<file path="src/rtl/cache_pkg.sv">
// cache_pkg: shared constants, controller state encoding and address-field
// helpers for the direct-mapped write-back cache controller.
// Address layout: {tag[7:0], index[2:0], offset[4:0]}.
package cache_pkg;

  localparam int ADDR_W  = 16;
  localparam int IDX_W   = 3;
  localparam int OFF_W   = 5;
  localparam int DATA_W  = 8;
  localparam int TAG_W   = ADDR_W - IDX_W - OFF_W;
  localparam int SRAM_AW = IDX_W + OFF_W;
  localparam int N_BLK   = 1 << IDX_W;

  typedef enum logic [2:0] {
    IDLE,
    COMPARE,
    HIT_RD,
    HIT_WR,
    WB_RD,
    WB_WR,
    FILL,
    FILL_END
  } state_t;

  function automatic logic [TAG_W-1:0] addr_tag(input logic [ADDR_W-1:0] a);
    return a[ADDR_W-1 -: TAG_W];
  endfunction

  function automatic logic [IDX_W-1:0] addr_idx(input logic [ADDR_W-1:0] a);
    return a[OFF_W +: IDX_W];
  endfunction

  function automatic logic [OFF_W-1:0] addr_off(input logic [ADDR_W-1:0] a);
    return a[OFF_W-1:0];
  endfunction

endpackage

</file>
<file path="src/rtl/cache_ctrl_if.sv">
// cache_ctrl_if: bundles the three buses around the cache controller.
//   CPU  : cpu_cs, cpu_wr_rd, cpu_addr, cpu_din -> ; <- cpu_dout, cpu_rdy
//   SRAM : sram_addr, sram_din, sram_we -> ; <- sram_dout (one cycle latency)
//   MEM  : mem_addr, mem_dout, mem_wr_rd, mem_strb -> ; <- mem_din, mem_ack
// Modport slave is the controller; modport master is the surrounding system.
interface cache_ctrl_if;
  import cache_pkg::*;

  logic                cpu_cs;
  logic                cpu_wr_rd;
  logic [ADDR_W-1:0]   cpu_addr;
  logic [DATA_W-1:0]   cpu_din;
  logic [DATA_W-1:0]   cpu_dout;
  logic                cpu_rdy;

  logic [SRAM_AW-1:0]  sram_addr;
  logic [DATA_W-1:0]   sram_din;
  logic [DATA_W-1:0]   sram_dout;
  logic                sram_we;

  logic [ADDR_W-1:0]   mem_addr;
  logic [DATA_W-1:0]   mem_dout;
  logic [DATA_W-1:0]   mem_din;
  logic                mem_wr_rd;
  logic                mem_strb;
  logic                mem_ack;

  modport slave (
    input  cpu_cs, cpu_wr_rd, cpu_addr, cpu_din, sram_dout, mem_din, mem_ack,
    output cpu_dout, cpu_rdy, sram_addr, sram_din, sram_we,
           mem_addr, mem_dout, mem_wr_rd, mem_strb
  );

  modport master (
    output cpu_cs, cpu_wr_rd, cpu_addr, cpu_din, sram_dout, mem_din, mem_ack,
    input  cpu_dout, cpu_rdy, sram_addr, sram_din, sram_we,
           mem_addr, mem_dout, mem_wr_rd, mem_strb
  );

endinterface

</file>
<file path="src/rtl/cache_tag_store.sv">
// cache_tag_store: per-block tag, valid and dirty state.
// Ports:
//   clk, rst         clock, async active-high clear of all state
//   idx              block being looked up / updated
//   tag_q, valid_q,  combinational lookup of block idx
//   dirty_q
//   set_dirty        mark block idx dirty (CPU write hit)
//   fill, fill_tag   install fill_tag at idx, valid=1, dirty=0 (fill done)
module cache_tag_store
  import cache_pkg::*;
(
  input  logic             clk,
  input  logic             rst,
  input  logic [IDX_W-1:0] idx,
  output logic [TAG_W-1:0] tag_q,
  output logic             valid_q,
  output logic             dirty_q,
  input  logic             set_dirty,
  input  logic             fill,
  input  logic [TAG_W-1:0] fill_tag
);

  logic [TAG_W-1:0] tags [N_BLK];
  logic [N_BLK-1:0] valid;
  logic [N_BLK-1:0] dirty;

  assign tag_q   = tags[idx];
  assign valid_q = valid[idx];
  assign dirty_q = dirty[idx];

  always_ff @(posedge clk or posedge rst) begin
    if (rst) begin
      tags  <= '{default: '0};
      valid <= '0;
      dirty <= '0;
    end else if (fill) begin
      tags[idx]  <= fill_tag;
      valid[idx] <= 1'b1;
      dirty[idx] <= 1'b0;
    end else if (set_dirty) begin
      dirty[idx] <= 1'b1;
    end
  end

endmodule

</file>
<file path="src/rtl/cache_ctrl.sv">
// cache_ctrl: direct-mapped write-back cache controller, 8 blocks x 32 bytes.
// Ports:
//   clk, rst            clock, async active-high reset
//   bus (slave)         CPU request, cache SRAM and SDRAM handshake buses
//   hit_cnt, miss_cnt   saturating statistics, only with CACHE_STATS_EN
// Build option: define CACHE_STATS_EN to add the hit/miss counters.
//
// state    | meaning
// ---------+--------------------------------------------------------------
// IDLE     | cpu_rdy high, waiting for cpu_cs
// COMPARE  | tag lookup, SRAM read of the requested byte in flight
// HIT_RD   | return SRAM byte to cpu_dout
// HIT_WR   | write CPU byte into SRAM, mark block dirty
// WB_RD    | read dirty byte cnt from SRAM
// WB_WR    | write byte cnt to SDRAM, wait for mem_ack
// FILL     | read byte cnt from SDRAM, write it into SRAM on mem_ack
// FILL_END | install new tag, replay the request through COMPARE
module cache_ctrl
  import cache_pkg::*;
(
  input  logic        clk,
  input  logic        rst,
  cache_ctrl_if.slave bus
`ifdef CACHE_STATS_EN
  ,
  output logic [15:0] hit_cnt,
  output logic [15:0] miss_cnt
`endif
);

  state_t             state, state_nxt;
  logic [OFF_W-1:0]   cnt, cnt_nxt;
  logic [ADDR_W-1:0]  lat_addr;
  logic [DATA_W-1:0]  lat_din;
  logic               lat_wr;
  logic [DATA_W-1:0]  dout_r;
  logic               replay;

  logic [TAG_W-1:0]   req_tag, lk_tag;
  logic [IDX_W-1:0]   req_idx;
  logic [OFF_W-1:0]   req_off;
  logic               lk_valid, lk_dirty, hit;
  logic               set_dirty, fill_done;

  logic [SRAM_AW-1:0] sram_addr;
  logic [DATA_W-1:0]  sram_din;
  logic               sram_we;
  logic [ADDR_W-1:0]  mem_addr;
  logic [DATA_W-1:0]  mem_dout;
  logic               mem_wr_rd;
  logic               mem_strb;

  assign req_tag = addr_tag(lat_addr);
  assign req_idx = addr_idx(lat_addr);
  assign req_off = addr_off(lat_addr);
  assign hit     = lk_valid && (lk_tag == req_tag);

  cache_tag_store u_tags (
    .clk       (clk),
    .rst       (rst),
    .idx       (req_idx),
    .tag_q     (lk_tag),
    .valid_q   (lk_valid),
    .dirty_q   (lk_dirty),
    .set_dirty (set_dirty),
    .fill      (fill_done),
    .fill_tag  (req_tag)
  );

  always_ff @(posedge clk or posedge rst) begin
    if (rst) begin
      state    <= IDLE;
      cnt      <= '0;
      lat_addr <= '0;
      lat_din  <= '0;
      lat_wr   <= 1'b0;
      dout_r   <= '0;
      replay   <= 1'b0;
    end else begin
      state <= state_nxt;
      cnt   <= cnt_nxt;
      if (state == IDLE && bus.cpu_cs) begin
        lat_addr <= bus.cpu_addr;
        lat_din  <= bus.cpu_din;
        lat_wr   <= bus.cpu_wr_rd;
        replay   <= 1'b0;
      end
      if (state == FILL_END) replay <= 1'b1;
      if (state == HIT_RD)   dout_r <= bus.sram_dout;
    end
  end

  // Outputs are decoded from state so that mem_strb falls as soon as rst
  // clears the state register. SRAM address is held through WB_WR so the
  // byte presented on mem_dout stays stable until mem_ack.
  always_comb begin
    state_nxt = state;
    cnt_nxt   = cnt;
    sram_addr = '0;
    sram_din  = '0;
    sram_we   = 1'b0;
    mem_addr  = '0;
    mem_dout  = '0;
    mem_wr_rd = 1'b0;
    mem_strb  = 1'b0;
    set_dirty = 1'b0;
    fill_done = 1'b0;
    case (state)
      IDLE: begin
        if (bus.cpu_cs) state_nxt = COMPARE;
      end
      COMPARE: begin
        sram_addr = {req_idx, req_off};
        cnt_nxt   = '0;
        if (hit)           state_nxt = lat_wr ? HIT_WR : HIT_RD;
        else if (lk_dirty) state_nxt = WB_RD;
        else               state_nxt = FILL;
      end
      HIT_RD: begin
        sram_addr = {req_idx, req_off};
        state_nxt = IDLE;
      end
      HIT_WR: begin
        sram_addr = {req_idx, req_off};
        sram_din  = lat_din;
        sram_we   = 1'b1;
        set_dirty = 1'b1;
        state_nxt = IDLE;
      end
      WB_RD: begin
        sram_addr = {req_idx, cnt};
        state_nxt = WB_WR;
      end
      WB_WR: begin
        sram_addr = {req_idx, cnt};
        mem_strb  = 1'b1;
        mem_wr_rd = 1'b1;
        mem_addr  = {lk_tag, req_idx, cnt};
        mem_dout  = bus.sram_dout;
        if (bus.mem_ack) begin
          if (cnt == '1) begin
            cnt_nxt   = '0;
            state_nxt = FILL;
          end else begin
            cnt_nxt   = cnt + OFF_W'(1);
            state_nxt = WB_RD;
          end
        end
      end
      FILL: begin
        sram_addr = {req_idx, cnt};
        mem_strb  = 1'b1;
        mem_addr  = {req_tag, req_idx, cnt};
        if (bus.mem_ack) begin
          sram_we  = 1'b1;
          sram_din = bus.mem_din;
          if (cnt == '1) begin
            cnt_nxt   = '0;
            state_nxt = FILL_END;
          end else begin
            cnt_nxt = cnt + OFF_W'(1);
          end
        end
      end
      FILL_END: begin
        fill_done = 1'b1;
        state_nxt = COMPARE;
      end
      default: state_nxt = IDLE;
    endcase
  end

  assign bus.cpu_dout  = dout_r;
  assign bus.cpu_rdy   = (state == IDLE);
  assign bus.sram_addr = sram_addr;
  assign bus.sram_din  = sram_din;
  assign bus.sram_we   = sram_we;
  assign bus.mem_addr  = mem_addr;
  assign bus.mem_dout  = mem_dout;
  assign bus.mem_wr_rd = mem_wr_rd;
  assign bus.mem_strb  = mem_strb;

`ifdef CACHE_STATS_EN
  // Only the first COMPARE of a request counts; the post-fill replay
  // would otherwise register every miss as a hit as well.
  always_ff @(posedge clk or posedge rst) begin
    if (rst) begin
      hit_cnt  <= '0;
      miss_cnt <= '0;
    end else if (state == COMPARE && !replay) begin
      if (hit) begin
        if (hit_cnt != 16'hFFFF) hit_cnt <= hit_cnt + 16'd1;
      end else begin
        if (miss_cnt != 16'hFFFF) miss_cnt <= miss_cnt + 16'd1;
      end
    end
  end
`endif

endmodule

</file>
<file path="src/flat_wrapper.sv">
// flat-port wrapper written by rule: the top's interface ports become plain ports
module cache_ctrl_flat import cache_pkg::*;
  (clk, rst, bus_cpu_cs, bus_cpu_wr_rd, bus_cpu_addr, bus_cpu_din, bus_sram_dout, bus_mem_din, bus_mem_ack, bus_cpu_dout, bus_cpu_rdy, bus_sram_addr, bus_sram_din, bus_sram_we, bus_mem_addr, bus_mem_dout, bus_mem_wr_rd, bus_mem_strb);
  cache_ctrl_if bus_i ();
  input  logic clk;
  input  logic rst;
  input wire logic [$bits(bus_i.cpu_cs)-1:0] bus_cpu_cs;
  input wire logic [$bits(bus_i.cpu_wr_rd)-1:0] bus_cpu_wr_rd;
  input wire logic [$bits(bus_i.cpu_addr)-1:0] bus_cpu_addr;
  input wire logic [$bits(bus_i.cpu_din)-1:0] bus_cpu_din;
  input wire logic [$bits(bus_i.sram_dout)-1:0] bus_sram_dout;
  input wire logic [$bits(bus_i.mem_din)-1:0] bus_mem_din;
  input wire logic [$bits(bus_i.mem_ack)-1:0] bus_mem_ack;
  output wire logic [$bits(bus_i.cpu_dout)-1:0] bus_cpu_dout;
  output wire logic [$bits(bus_i.cpu_rdy)-1:0] bus_cpu_rdy;
  output wire logic [$bits(bus_i.sram_addr)-1:0] bus_sram_addr;
  output wire logic [$bits(bus_i.sram_din)-1:0] bus_sram_din;
  output wire logic [$bits(bus_i.sram_we)-1:0] bus_sram_we;
  output wire logic [$bits(bus_i.mem_addr)-1:0] bus_mem_addr;
  output wire logic [$bits(bus_i.mem_dout)-1:0] bus_mem_dout;
  output wire logic [$bits(bus_i.mem_wr_rd)-1:0] bus_mem_wr_rd;
  output wire logic [$bits(bus_i.mem_strb)-1:0] bus_mem_strb;
  assign bus_i.cpu_cs = bus_cpu_cs;
  assign bus_i.cpu_wr_rd = bus_cpu_wr_rd;
  assign bus_i.cpu_addr = bus_cpu_addr;
  assign bus_i.cpu_din = bus_cpu_din;
  assign bus_i.sram_dout = bus_sram_dout;
  assign bus_i.mem_din = bus_mem_din;
  assign bus_i.mem_ack = bus_mem_ack;
  assign bus_cpu_dout = bus_i.cpu_dout;
  assign bus_cpu_rdy = bus_i.cpu_rdy;
  assign bus_sram_addr = bus_i.sram_addr;
  assign bus_sram_din = bus_i.sram_din;
  assign bus_sram_we = bus_i.sram_we;
  assign bus_mem_addr = bus_i.mem_addr;
  assign bus_mem_dout = bus_i.mem_dout;
  assign bus_mem_wr_rd = bus_i.mem_wr_rd;
  assign bus_mem_strb = bus_i.mem_strb;
  cache_ctrl u_core (.clk(clk), .rst(rst), .bus(bus_i));
endmodule
</file>
<file path="config.mk">
export PLATFORM = sky130hd
export DESIGN_NAME = cache_ctrl_flat
export DESIGN_NICKNAME = d
export VERILOG_FILES = /design/src/rtl/cache_pkg.sv /design/src/rtl/cache_ctrl_if.sv /design/src/rtl/cache_tag_store.sv /design/src/rtl/cache_ctrl.sv /design/src/flat_wrapper.sv
export SDC_FILE = /design/constraint.sdc
export NUM_CORES = 1
export LEC_CHECK = 0
export BUFFER_PORTS_ARGS = -buffer_cell sky130_fd_sc_hd__clkbuf_2
export CELL_PAD_IN_SITES_DETAIL_PLACEMENT = 0
export CELL_PAD_IN_SITES_GLOBAL_PLACEMENT = 1
export CORE_UTILIZATION = 42
export CTS_BUF_LIST = sky130_fd_sc_hd__clkbuf_2
export CTS_CLUSTER_DIAMETER = 80
export CTS_CLUSTER_SIZE = 8
export DETAILED_ROUTE_END_ITERATION = 12
export GPL_TIMING_DRIVEN = 1
export HOLD_SLACK_MARGIN = 0.12
export PLACE_DENSITY_LB_ADDON = 0.1
export SETUP_SLACK_MARGIN = 0.3
export SYNTH_ARGS = -nofsm -noshare
export SYNTH_HDL_FRONTEND = slang
export SYNTH_SLANG_ARGS = --single-unit
</file>
<file path="constraint.sdc">
create_clock -name clk -period 3.9 [get_ports clk]
set_input_delay 0.78 -clock clk [delete_from_list [all_inputs] [get_ports clk]]
set_output_delay 0.78 -clock clk [all_outputs]
set_load 0.02 [all_outputs]
</file>
Word level (Yosys, flattened, before mapping)
Index checks and enable logic that the tools add are counted.
{ "word_totals": {"output_inout_bits": 52, "wordCells": 90, "inputBits": 45, "regBits": 121} }
{ "op_classes": {"n_reduce_logical": 13, "n_eq_ne": 14, "n_mux": 37, "add_sub_neg": 1, "n_lt_le_gt_ge": 4, "bitwise_logic": 5} }
{ "ops": {"columns": ["op", "count"], "rows": [
  ["64-bit bitwise mux", 1],
  ["8-bit two-way mux", 7],
  ["16-bit case mux with 2 select lines", 1],
  ["8-bit case mux with 2 select lines", 2],
  ["8-bit binary-select mux with 3-bit select", 1],
  ["8-bit demux with 3-bit select", 1],
  ["3-bit case mux with 7 select lines", 1],
  ["8-bit bitwise OR", 2],
  ["3-bit two-way mux", 5],
  ["3-bit equality test (second input constant)", 4],
  ["5-bit two-way mux", 2],
  ["5-bit case mux with 2 select lines", 1],
  ["1-bit two-way mux", 9],
  ["8-bit AND", 1],
  ["8-bit equality test", 1],
  ["8-bit NOT", 1],
  ["1-bit binary-select mux with 3-bit select", 2],
  ["3-bit by 2-bit equality test with 1-bit output (second input constant)", 2],
  ["2-bit inequality test (second input constant)", 3],
  ["3-bit OR reduction", 2],
  ["5-bit by 1-bit adder with 5-bit output (second input constant)", 1],
  ["5-bit equality test (second input constant)", 1],
  ["4-bit greater-or-equal comparator (second input constant)", 1],
  ["1-bit logical AND", 4],
  ["14 further kinds", 18]
]} }

Longest topological paths before layout
Gate-level depths: netlist of the first run.
{ "depth": {"depth_word": 8, "mapped_depth": 9, "depth_no_buf": 8} }

Modules after synthesis
From an unflattened synthesis of the first run, not the netlist that was laid out.
{ "hier_totals": {"cells_unflattened": 433, "hier_area_um2": 5994.5} }
{ "by_module_without_submodules": {"columns": ["mod", "area_per_inst_um2", "seq_area_each_um2", "cells_each", "instances"], "rows": [
  ["cache_tag_store", 3729.8, 2001.9, 226, 1],
  ["cache_ctrl", 2264.7, 1026.0, 207, 1]
]} }

Least setup slack after synthesis of the first run
No wires, ideal clock.
{ "synth_path": {"path_type": "register to output", "from": "register u_core.lat_addr[6]", "to": "output bus_mem_addr[15]", "arrival_ps": 1576, "path_buffers": 1, "path_slack_ps": 1544, "required_ps": 3120, "stages_incl_launch_ff": 8, "cell_sequence": "dfrtp_1 buf_6 nor2b_1 a221oi_1 o22a_1 nor2_1 a21oi_1 nor2_1"} }
{ "synth_between": {"elab_chain_cells": 5} }
{ "synth_lines": {"columns": ["element", "line_no", "rtl"], "rows": [
  ["start, declared", "cache_ctrl.sv:33", "logic [ADDR_W-1:0] lat_addr;"],
  ["start signal, assigned", "cache_ctrl.sv:83", "lat_addr <= bus.cpu_addr;"],
  ["3-bit NOT with 4-bit output (implied by the code)", "cache_tag_store.sv:27", "assign tag_q = tags[idx];"],
  ["8-bit binary-select mux with 3-bit select", "cache_tag_store.sv:27", null],
  ["8-bit two-way mux (implied by the code) (2 in series)", "cache_tag_store.sv:27", null],
  ["16-bit case mux with 2 select lines", "cache_ctrl.sv:108", "case (state)"],
  ["end, declared", "flat_wrapper.sv:19", "output wire logic [$bits(bus_i.mem_addr)-1:0] bus_mem_addr;"]
]} }
No other way between the ends. The select of a mux whose other input is x is not followed.

Worst setup path in the final report of the first run
Same ends and word-level chain as after synthesis.

==> results of run 1 <==
==> cell type report <==
class,count,area share [%]
well taps,180,3.25
multi-input cells,334,39.4
flip-flops and latches,121,43.9
inverters,7,0.434
repair buffers,114,9.49
diodes,1,0.0362
clock inverters,14,2.28
clock buffers,17,1.23
==> how the worst min path moves through the flow <==
stage                                start                endpoint  depth (start not counted)
finish                                 rst      u_core.lat_addr[9]                          2
global route                           rst  u_core.u_tags.tags[56]                          2
CTS                                    rst  u_core.u_tags.tags[12]                          2
detailed placement  u_core.u_tags.valid[7]  u_core.u_tags.valid[7]                          1
global placement    u_core.u_tags.valid[7]  u_core.u_tags.valid[7]                          1
floorplan           u_core.u_tags.valid[7]  u_core.u_tags.valid[7]                          1
==> metal layers <==
metal,up-vias,track usage (%),routed length [um]
met5,-,0,0
met4,0,5.71,173
met3,14,5.40,676
met2,109,35.8,7430
met1,2191,31.0,7050
li1,1997,-,-
==> cell usage in the layout, fill, tap and decap left out, drive strengths merged, types with 2 or more instances in the layout <==
cell type	Yosys	routed
clkinv	0	8
a22o	11	11
a221oi	6	6
buf	14	18
a22oi	6	6
o31ai	2	2
nor3	8	8
and2	12	12
nand2	23	23
mux4	6	6
a21oi	20	20
and3	11	11
nor2	39	39
nand2b	2	2
dfrtp	121	121
mux2	103	103
o22a	2	2
ha	2	2
nor4b	2	2
nand4	4	4
bufinv	0	3
or2	10	10
clkinvlp	0	4
inv	7	6
o21ai	17	17
nand3	7	7
a31oi	4	4
xor2	3	3
mux2i	13	13
nor2b	5	5
clkbuf	19	113
o22ai	5	5
xnor2	4	4
==> flip-flops by register name, indices dropped and copies added, names as in the netlist, named ones only <==
name                 cells
u_core.bus.cpu_dout      8
u_core.cnt               5
u_core.lat_addr         16
u_core.lat_wr            1
u_core.lat_din           8
u_core.u_tags.valid      8
u_core.state             3
u_core.u_tags.tags      64
==> what timing repair did <==
item                                    in CTS  in global routing
resized for setup                            4                  2
setup buffers                                0                  4
endpoints found under the setup margin       8                  5
==> cells by family (layout without fill, tap and decap cells) <==
family	Yosys count	in the layout	share of synthesized area, %
AND/OR/NAND/NOR	125	125	11.4
multiplexers	122	122	24.1
flip-flops	121	121	50.9
AO/OA/AOI/OAI	78	78	8.84
buffers and inverters	40	152	3.26
XOR/XNOR	7	7	1.03
adder cells (fa/ha/maj)	2	2	0.421
other	0	1	0
==> Yosys cell counts (all sizes together) <==
master	number	area, um^2
a32oi	1	8.76
nand3	7	35.0
a21o	1	7.51
a22o	11	96.3
mux2	103	1160
and3	11	68.8
mux2i	13	134
xnor2	4	35.0
nand2b	2	15.0
o311a	1	10.0
nor3b	1	7.51
a21oi	20	100
o22a	2	17.5
nor4	1	21.3
nor4b	2	17.5
a22oi	6	45.0
nor2b	5	31.3
o221a	1	11.3
and2	12	77.6
nor2	39	166
a211oi	1	7.51
o22ai	5	31.3
buf	14	96.3
a221oi	6	65.1
clkbuf	19	71.3
nor3	8	62.6
ha	2	25.0
xor2	3	26.3
a31oi	4	25.0
inv	7	26.3
o31ai	2	15.0
nand2	23	88.8
or2	10	62.6
o21ai	17	85.1
dfrtp	121	3030
mux4	6	135
nand4	4	25.0
==> where the power goes <==
part,leakage (nW),internal (W),switching [W]
clock network,0.140,0.000346,0.000487
registers,1.63,0.00161,0.000385
logic,1.72,0.000995,0.00141
total,3.48,0.00295,0.00228
==> per-stage QoR <==
step           hold WS (ns)  instances
6_report              0.192        788
5_1_grt               0.187        788
4_1_cts               0.168        783
3_5_place_dp          0.456        752
3_3_place_gp          0.447        752
2_1_floorplan         0.433        495
==> impl_metrics.yaml, run 1 <==
worst_setup_path:
  crit_type: "flip-flop to output pin"
  crit_start: "u_core.lat_addr[6]"
  critPathTopFamily: "compound AO/OA/AOI/OAI gates"
  crit_cells: 8
  r2r_cells: 4
  critPathArrivalTime_ns: 2.59
  critPathMaxFanout: 10
  crit_top_cell: "nor2_1"
  critPathCaptureType: "output pin"
  rrSetupSlack_ns: 1.34
  path_buf_inv: 2
  slowest_stage: "dfrtp_4"
  r2r-start: "u_core.state[2]"
  slowest_delay_ns: 0.57
  critPathLaunchType: "flip-flop"
  crit_required_ns: 3.12
  r2r_end: "u_core.lat_din[6]"
  endpoint: "bus_mem_addr[15]"
  crit_chain: "buf_6 > and2_4 > a221oi_1 > o22a_1 > nor2_1 > a21oi_1 > nor2_1 > clkbuf_2"
sta:
  hold_violations: 0
  setup_viol: 0
  post-route-period-util_pct: 86.5
  fin_tns_setup_ns: 0
  fin_crit_ns: 3.37
  rsz0062_at_grt: "yes"
  fmax_mhz: 296
  setup_slack_ns: 0.526
  slew-limit-headroom_pct: 44.4
  clock-skew-final_ns: 0.0295
  tightest_slew_ns: 0.832
  drv_slew: 0
placement:
  placed_cell_area_mm2: 0.00662
  dpl_worst_slack_ns: 0.730
  portBuffers: 96
  dp_hpwl_um: 10200
  place.gp.congestion: 0.820
final_layout:
  register_area_mm2: 0.00304
  nets: 642
  final_area_mm2: 0.00692
  fillers: 1274
  final_layout_size_suffix_gt1_share_pct: 45.5
  multi_input_area_mm2: 0.00272
  syn_to_final_growth_pct: 16.4
  fin_util_pct: 50.0
global_route:
  overflow: 0
  track_usage_pct: 22.6
  grt_max_degree: 46
  grt_pass1_wl_um: 24100
  grt_pass1_vias: 4244
  antenna_found_initial: 1
drt:
  post_drt_wl_per_cell_um: 19.4
  initialDrtViolationCount: 274
  drc: 0
  vias_per_cell: 5.47
  dr.pass1.iters: 4
  drtAntennaViolNets: 0
  routed_wl_um: 15300
  num_vias: 4311
pwr:
  p_leak_nw: 3.48
  max-vdd-ir-drop_v: 0.000345
  design_power_total_w: 0.00523
  power-per-cell-area_mw_per_mm2: 756
synth:
  synth_seq_cells: 121
  synth_area_mm2: 0.00595
  syn_nets: 542
  ys_warn_count: 0
  seq_area_frac_synth_pct: 50.9
  avgSynthCellArea_um2: 12.0
  syn-instance-count: 495
  ys_types: 51
job:
  maxCapViolCount: 0
die:
  die_h_um: 121
  die_area_mm2: 0.0146
  start_util_pct: 43.0
  num_rows: 43
  io_pins: 97
  core_mm2: 0.0138
  die_x_um: 121
worst_hold_path:
  worstHoldPathType: "input pin to async pin"
clocking:
  path_clk_slew_ns: 0.19
  cts_buffer_depth: 2
  insertion_delay_ns: 0.72
  clock-root-buffer: "clkbuf_2"
  cts_max_level: 4
  cts_tree: "done"
  hold_buffers: 0
  cts_buffers: 17
  cts_sinks: 121
outcome:
  outcome: "finished clean"
No activity file was read; power rests on OpenSTA's default activity.
==> run 2, diff against run 1 <==
--- a/config.mk
+++ b/config.mk
@@ -8,9 +8,10 @@
 export BUFFER_PORTS_ARGS = -buffer_cell sky130_fd_sc_hd__clkbuf_2
 export CELL_PAD_IN_SITES_DETAIL_PLACEMENT = 0
 export CELL_PAD_IN_SITES_GLOBAL_PLACEMENT = 1
+export CORE_MARGIN = 4
 export CORE_UTILIZATION = 42
 export CTS_BUF_LIST = sky130_fd_sc_hd__clkbuf_2
-export CTS_CLUSTER_DIAMETER = 80
+export CTS_CLUSTER_DIAMETER = 40
 export CTS_CLUSTER_SIZE = 8
 export DETAILED_ROUTE_END_ITERATION = 12
 export GPL_TIMING_DRIVEN = 1
==> impl_metrics.yaml, run 2 (synthesis results as in run 1) <==
placement:
  portBuffers: 96
  place.gp.congestion: 0.806
  dp_hpwl_um: 10600
  placed_cells: 750
drt:
  post_drt_wl_per_cell_um: 19.9
  vias_per_cell: 5.49
  drtAntennaViolNets: 0
  routed_wl_um: 15500
  drc: 0
  dr.pass1.iters: 5
  num_vias: 4275
  initialDrtViolationCount: 279
worst_setup_path:
  critPathMaxFanout: 25
  slowest_delay_ns: 0.65
  critPathCaptureType: "output pin"
  critPathLaunchType: "flip-flop"
  slowest_stage: "dfrtp_2"
  critPathArrivalTime_ns: 2.61
  crit_required_ns: 3.12
  crit_type: "flip-flop to output pin"
  crit_chain: "buf_12 > mux2_2 > o22ai_1 > nor3_1 > a21oi_1 > nor2_1 > clkbuf_2"
clocking:
  cts_buffer_depth: 2
  path_clk_slew_ns: 0.16
  cts_sinks: 121
  clock-root-buffer: "clkbuf_2"
  cts_tree: "done"
  insertion_delay_ns: 0.68
  cts_max_level: 4
  cts_buffers: 17
die:
  start_util_pct: 42.8
  die_area_mm2: 0.0161
  die_h_um: 127
  core_mm2: 0.0139
  die_x_um: 127
  io_pins: 97
  num_rows: 43
global_route:
  grt_pass1_vias: 4477
  grt_pass1_wl_um: 24700
  track_usage_pct: 20.1
  overflow: 0
  grt_max_degree: 122
  antenna_found_initial: 1
sta:
  tightest_slew_ns: 0.825
  fin_tns_setup_ns: 0
  drv_slew: 0
  fmax_mhz: 295
  rsz0062_at_grt: "no"
  clock-skew-final_ns: 0.0279
  setup_viol: 0
  fin_crit_ns: 3.39
  hold_violations: 0
  slew-limit-headroom_pct: 45.0
  post-route-period-util_pct: 87.0
pwr:
  max-vdd-ir-drop_v: 0.000308
  power-per-cell-area_mw_per_mm2: 735
  p_leak_nw: 3.43
  design_power_total_w: 0.00498
final_layout:
  largest_reg_flops: 64
  fin_util_pct: 48.8
  final_cells: 779
  largest_register: "u_core.u_tags.tags"
  final_layout_size_suffix_gt1_share_pct: 44.2
  nets: 638
  fillers: 1280
  final_common_cell: "dfrtp_1"
  top_regs: "u_core.u_tags.tags x64, u_core.lat_addr x16"
  syn_to_final_growth_pct: 14.0
  final_cell_mix: "dfrtp_1 (118), clkbuf_2 (114), mux2_2 (93)"
  antenna_cells: 0
job:
  maxCapViolCount: 0
worst_hold_path:
  worstHoldPathType: "input pin to async pin"
outcome:
  outcome: "finished clean"
run 2: changes by cell type in the layout (fill, tap and decap cells not counted), sizes merged:
cell	before	now
buf	18	14
bufinv	3	1
clkbuf	113	114
clkinvlp	4	1
diode	1	0
run 2: through the flow:
stage          worst slack (ns)  area [um^2]  hold WS [ns]
2_1_floorplan              1.54         5950         0.433
3_3_place_gp              0.987         6600         0.448
3_5_place_dp              0.937         6600         0.451
4_1_cts                   0.378         6760         0.240
5_1_grt                   0.301         6780         0.210
6_report                  0.506         6780         0.257
run 2: power by group:
part / internal, W / switching, W / total, W
clock network: 0.000200 / 0.000435 / 0.000635
registers: 0.00161 / 0.000370 / 0.00198
logic: 0.000970 / 0.00140 / 0.00237
total: 0.00278 / 0.00220 / 0.00498
run 2: layout make-up:
class | instances | area [um^2] | share of cell area (%)
clock buffers | 18 | 90.1 | 1.33
clock inverters | 9 | 62.6 | 0.923
inverters | 7 | 30.0 | 0.443
multi-input cells | 334 | 2730 | 40.2
flip-flops and latches | 121 | 3030 | 44.8
well taps | 180 | 225 | 3.32
repair buffers | 110 | 611 | 9.01
run 2: final timing paths:
path                                   startpoint  slack (ns)                endpoint  cells past startpoint
setup / recovery               u_core.lat_addr[7]        0.51        bus_mem_addr[10]                      7
hold / removal                                rst        0.26      u_core.lat_addr[9]                      3
hold reg to reg            u_core.u_tags.valid[7]        0.48  u_core.u_tags.valid[7]                      1
max in group asynchronous                     rst        3.09      u_core.lat_addr[6]                      3
min in group clk                  bus_cpu_addr[5]        0.30      u_core.lat_addr[5]                      3
setup reg to reg               u_core.lat_addr[7]        1.27         u_core.state[2]                      7
run 2: critical path, delay by kind of cell (launching register included):
kind / cells / cell delay [ns]
flops: 1 / 0.65
compound gates: 2 / 0.39
buf+inv: 2 / 0.42
mux: 1 / 0.35
simple gates: 2 / 0.13
run 2: repair_timing:
| item | in CTS | in global routing |
|---|---|---|
| setup buffers | 0 | 2 |
| resized for setup | 2 | 3 |
| setup endpoints to repair | 7 | 6 |
| hold buffers | 0 | 0 |
| hold endpoints to repair | 0 | 0 |
run 2: layer usage:
metal	up-vias	track usage, %	share of wire (%)
met2	88	31.7	49
met4	0	6.56	2.0
met3	21	5.52	5.2
met5	-	0	0
li1	1981	-	-
met1	2185	27.0	44
==> run 3, diff against run 2 <==
--- a/config.mk
+++ b/config.mk
@@ -6,7 +6,7 @@
 export NUM_CORES = 1
 export LEC_CHECK = 0
 export BUFFER_PORTS_ARGS = -buffer_cell sky130_fd_sc_hd__clkbuf_2
-export CELL_PAD_IN_SITES_DETAIL_PLACEMENT = 0
+export CELL_PAD_IN_SITES_DETAIL_PLACEMENT = 1
 export CELL_PAD_IN_SITES_GLOBAL_PLACEMENT = 1
 export CORE_MARGIN = 4
 export CORE_UTILIZATION = 42
@@ -18,6 +18,7 @@
 export HOLD_SLACK_MARGIN = 0.12
 export PLACE_DENSITY_LB_ADDON = 0.1
 export SETUP_SLACK_MARGIN = 0.3
+export SLEW_MARGIN = 0
 export SYNTH_ARGS = -nofsm -noshare
 export SYNTH_HDL_FRONTEND = slang
 export SYNTH_SLANG_ARGS = --single-unit
==> constraint.sdc (replaced) <==
create_clock -name clk -period 3.9 [get_ports clk]
set_input_delay 0.975 -clock clk [delete_from_list [all_inputs] [get_ports clk]]
set_output_delay 0.975 -clock clk [all_outputs]
set_load 0.02 [all_outputs]
==> impl_metrics.yaml, run 3 (synthesis results as in run 1) <==
global_route:
  track_usage_pct: 21.4
  grt_pass1_wl_um: 26400
  grt_pass1_vias: 4786
  antenna_found_initial: 0
  overflow: 0
  grt_max_degree: 122
drt:
  initialDrtViolationCount: 221
  drc: 0
  num_vias: 4313
  routed_wl_um: 16500
  drtAntennaViolNets: 0
  post_drt_wl_per_cell_um: 20.9
  vias_per_cell: 5.46
  dr.pass1.iters: 4
final_layout:
  top_regs: "u_core.u_tags.tags x64, u_core.lat_addr x16"
  final_common_cell: "dfrtp_1"
  largest_register: "u_core.u_tags.tags"
  final_layout_size_suffix_gt1_share_pct: 46.6
  largest_reg_flops: 64
  fillers: 1514
  antenna_cells: 0
  final_cells: 790
  final_cell_mix: "dfrtp_1 (119), clkbuf_2 (111), mux2_2 (92)"
  syn_to_final_growth_pct: 17.4
  nets: 644
worst_setup_path:
  critPathArrivalTime_ns: 2.47
  critPathMaxFanout: 4
  crit_required_ns: 2.92
  critPathCaptureType: "output pin"
  critPathLaunchType: "flip-flop"
  crit_type: "flip-flop to output pin"
placement:
  dp_hpwl_um: 11300
  place.gp.congestion: 0.788
  portBuffers: 96
  placed_cells: 750
  dpl_worst_slack_ns: 0.810
die:
  die_h_um: 127
  start_util_pct: 42.8
  die_area_mm2: 0.0161
  io_pins: 97
  die_x_um: 127
  core_mm2: 0.0139
  num_rows: 43
pwr:
  max-vdd-ir-drop_v: 0.000371
  power-per-cell-area_mw_per_mm2: 761
  p_leak_nw: 3.52
clocking:
  cts_max_level: 4
  cts_tree: "done"
  path_clk_slew_ns: 0.18
  clock-root-buffer: "clkbuf_2"
  insertion_delay_ns: 0.68
  cts_buffers: 17
  cts_buffer_depth: 2
  cts_sinks: 121
outcome:
  outcome: "finished clean"
sta:
  setup_slack_ns: 0.454
  setup_viol: 0
  drv_slew: 0
  hold_violations: 0
  fin_tns_setup_ns: 0
  slew-limit-headroom_pct: 33.9
  fin_crit_ns: 3.45
  tightest_slew_ns: 0.984
  fmax_mhz: 290
  clock-skew-final_ns: 0.0210
  post-route-period-util_pct: 88.4
  rsz0062_at_grt: "yes"
job:
  maxCapViolCount: 0
worst_hold_path:
  worstHoldPathType: "input pin to async pin"
run 3: cell count changes in the layout (fill, tap and decap cells not counted), sizes merged:
cell / previous run / this run
buf: 14 / 24
clkbuf: 114 / 111
bufinv: 1 / 3
clkinv: 8 / 10
run 3: through the flow:
step	hold WS [ns]	area, um^2	power, W	util [%]
4_1_cts	0.411	6870	0.00527	49.5
6_report	0.438	6980	0.00531	50.3
5_1_grt	0.428	6980	0.00569	50.3
2_1_floorplan	0.433	5950	0.00362	-
3_3_place_gp	0.449	6600	0.00435	47.6
3_5_place_dp	0.457	6600	0.00442	47.6
run 3: final cells by class:
type | instances | area [um^2] | share of cell area [%]
Timing Repair Buffer | 116 | 676 | 9.68
Clock inverter | 13 | 134 | 1.92
Multi-Input combinational cell | 334 | 2790 | 39.9
Tap cell | 180 | 225 | 3.23
Sequential cell | 121 | 3030 | 43.5
Inverter | 7 | 30.0 | 0.430
Clock buffer | 19 | 95.1 | 1.36
run 3: per-layer routing:
metal	part of all wire, %	track usage, %	vias to the layer above	routed length [um]
li1	-	-	1994	-
met1	44	27.7	2225	7190
met2	51	36.2	75	8420
met3	3.8	4.85	19	623
met4	1.5	5.99	0	250
met5	0	0	-	0
run 3: worst max-delay path, stage by stage, from the launching register on:
cell and delay [ns]:
dfrtp_2 0.43, buf_4 0.17, mux4_2 0.51, mux2i_2 0.22, nor2_1 0.06, a21oi_1 0.13
nor2_1 0.07, buf_2 0.20
run 3: repair_timing:
item	CTS	global route
setup endpoints to repair	8	7
gates resized for setup	3	22
pin swaps	0	4
buffers inserted	5	3
hold buffers	0	0
run 3: where the power goes:
group          internal (W)  total (W)  switching (W)
clock              0.000347   0.000794       0.000447
combinational       0.00106    0.00258        0.00153
sequential          0.00161    0.00193       0.000324
run 3: path summary, 6_finish.rpt:
kind / start / endpoint / slack, ns / depth (start not counted)
worst max-delay path: u_core.lat_addr[6] / bus_mem_addr[11] / 0.45 / 7
worst min-delay path: rst / u_core.u_tags.valid[5] / 0.44 / 3
worst max register to register: u_core.lat_addr[7] / u_core.state[2] / 1.43 / 7
worst min register to register: u_core.u_tags.valid[1] / u_core.u_tags.valid[1] / 0.49 / 1
max in group asynchronous: rst / u_core.lat_addr[7] / 2.92 / 3
min in group clk: u_core.u_tags.valid[1] / u_core.u_tags.valid[1] / 0.49 / 1
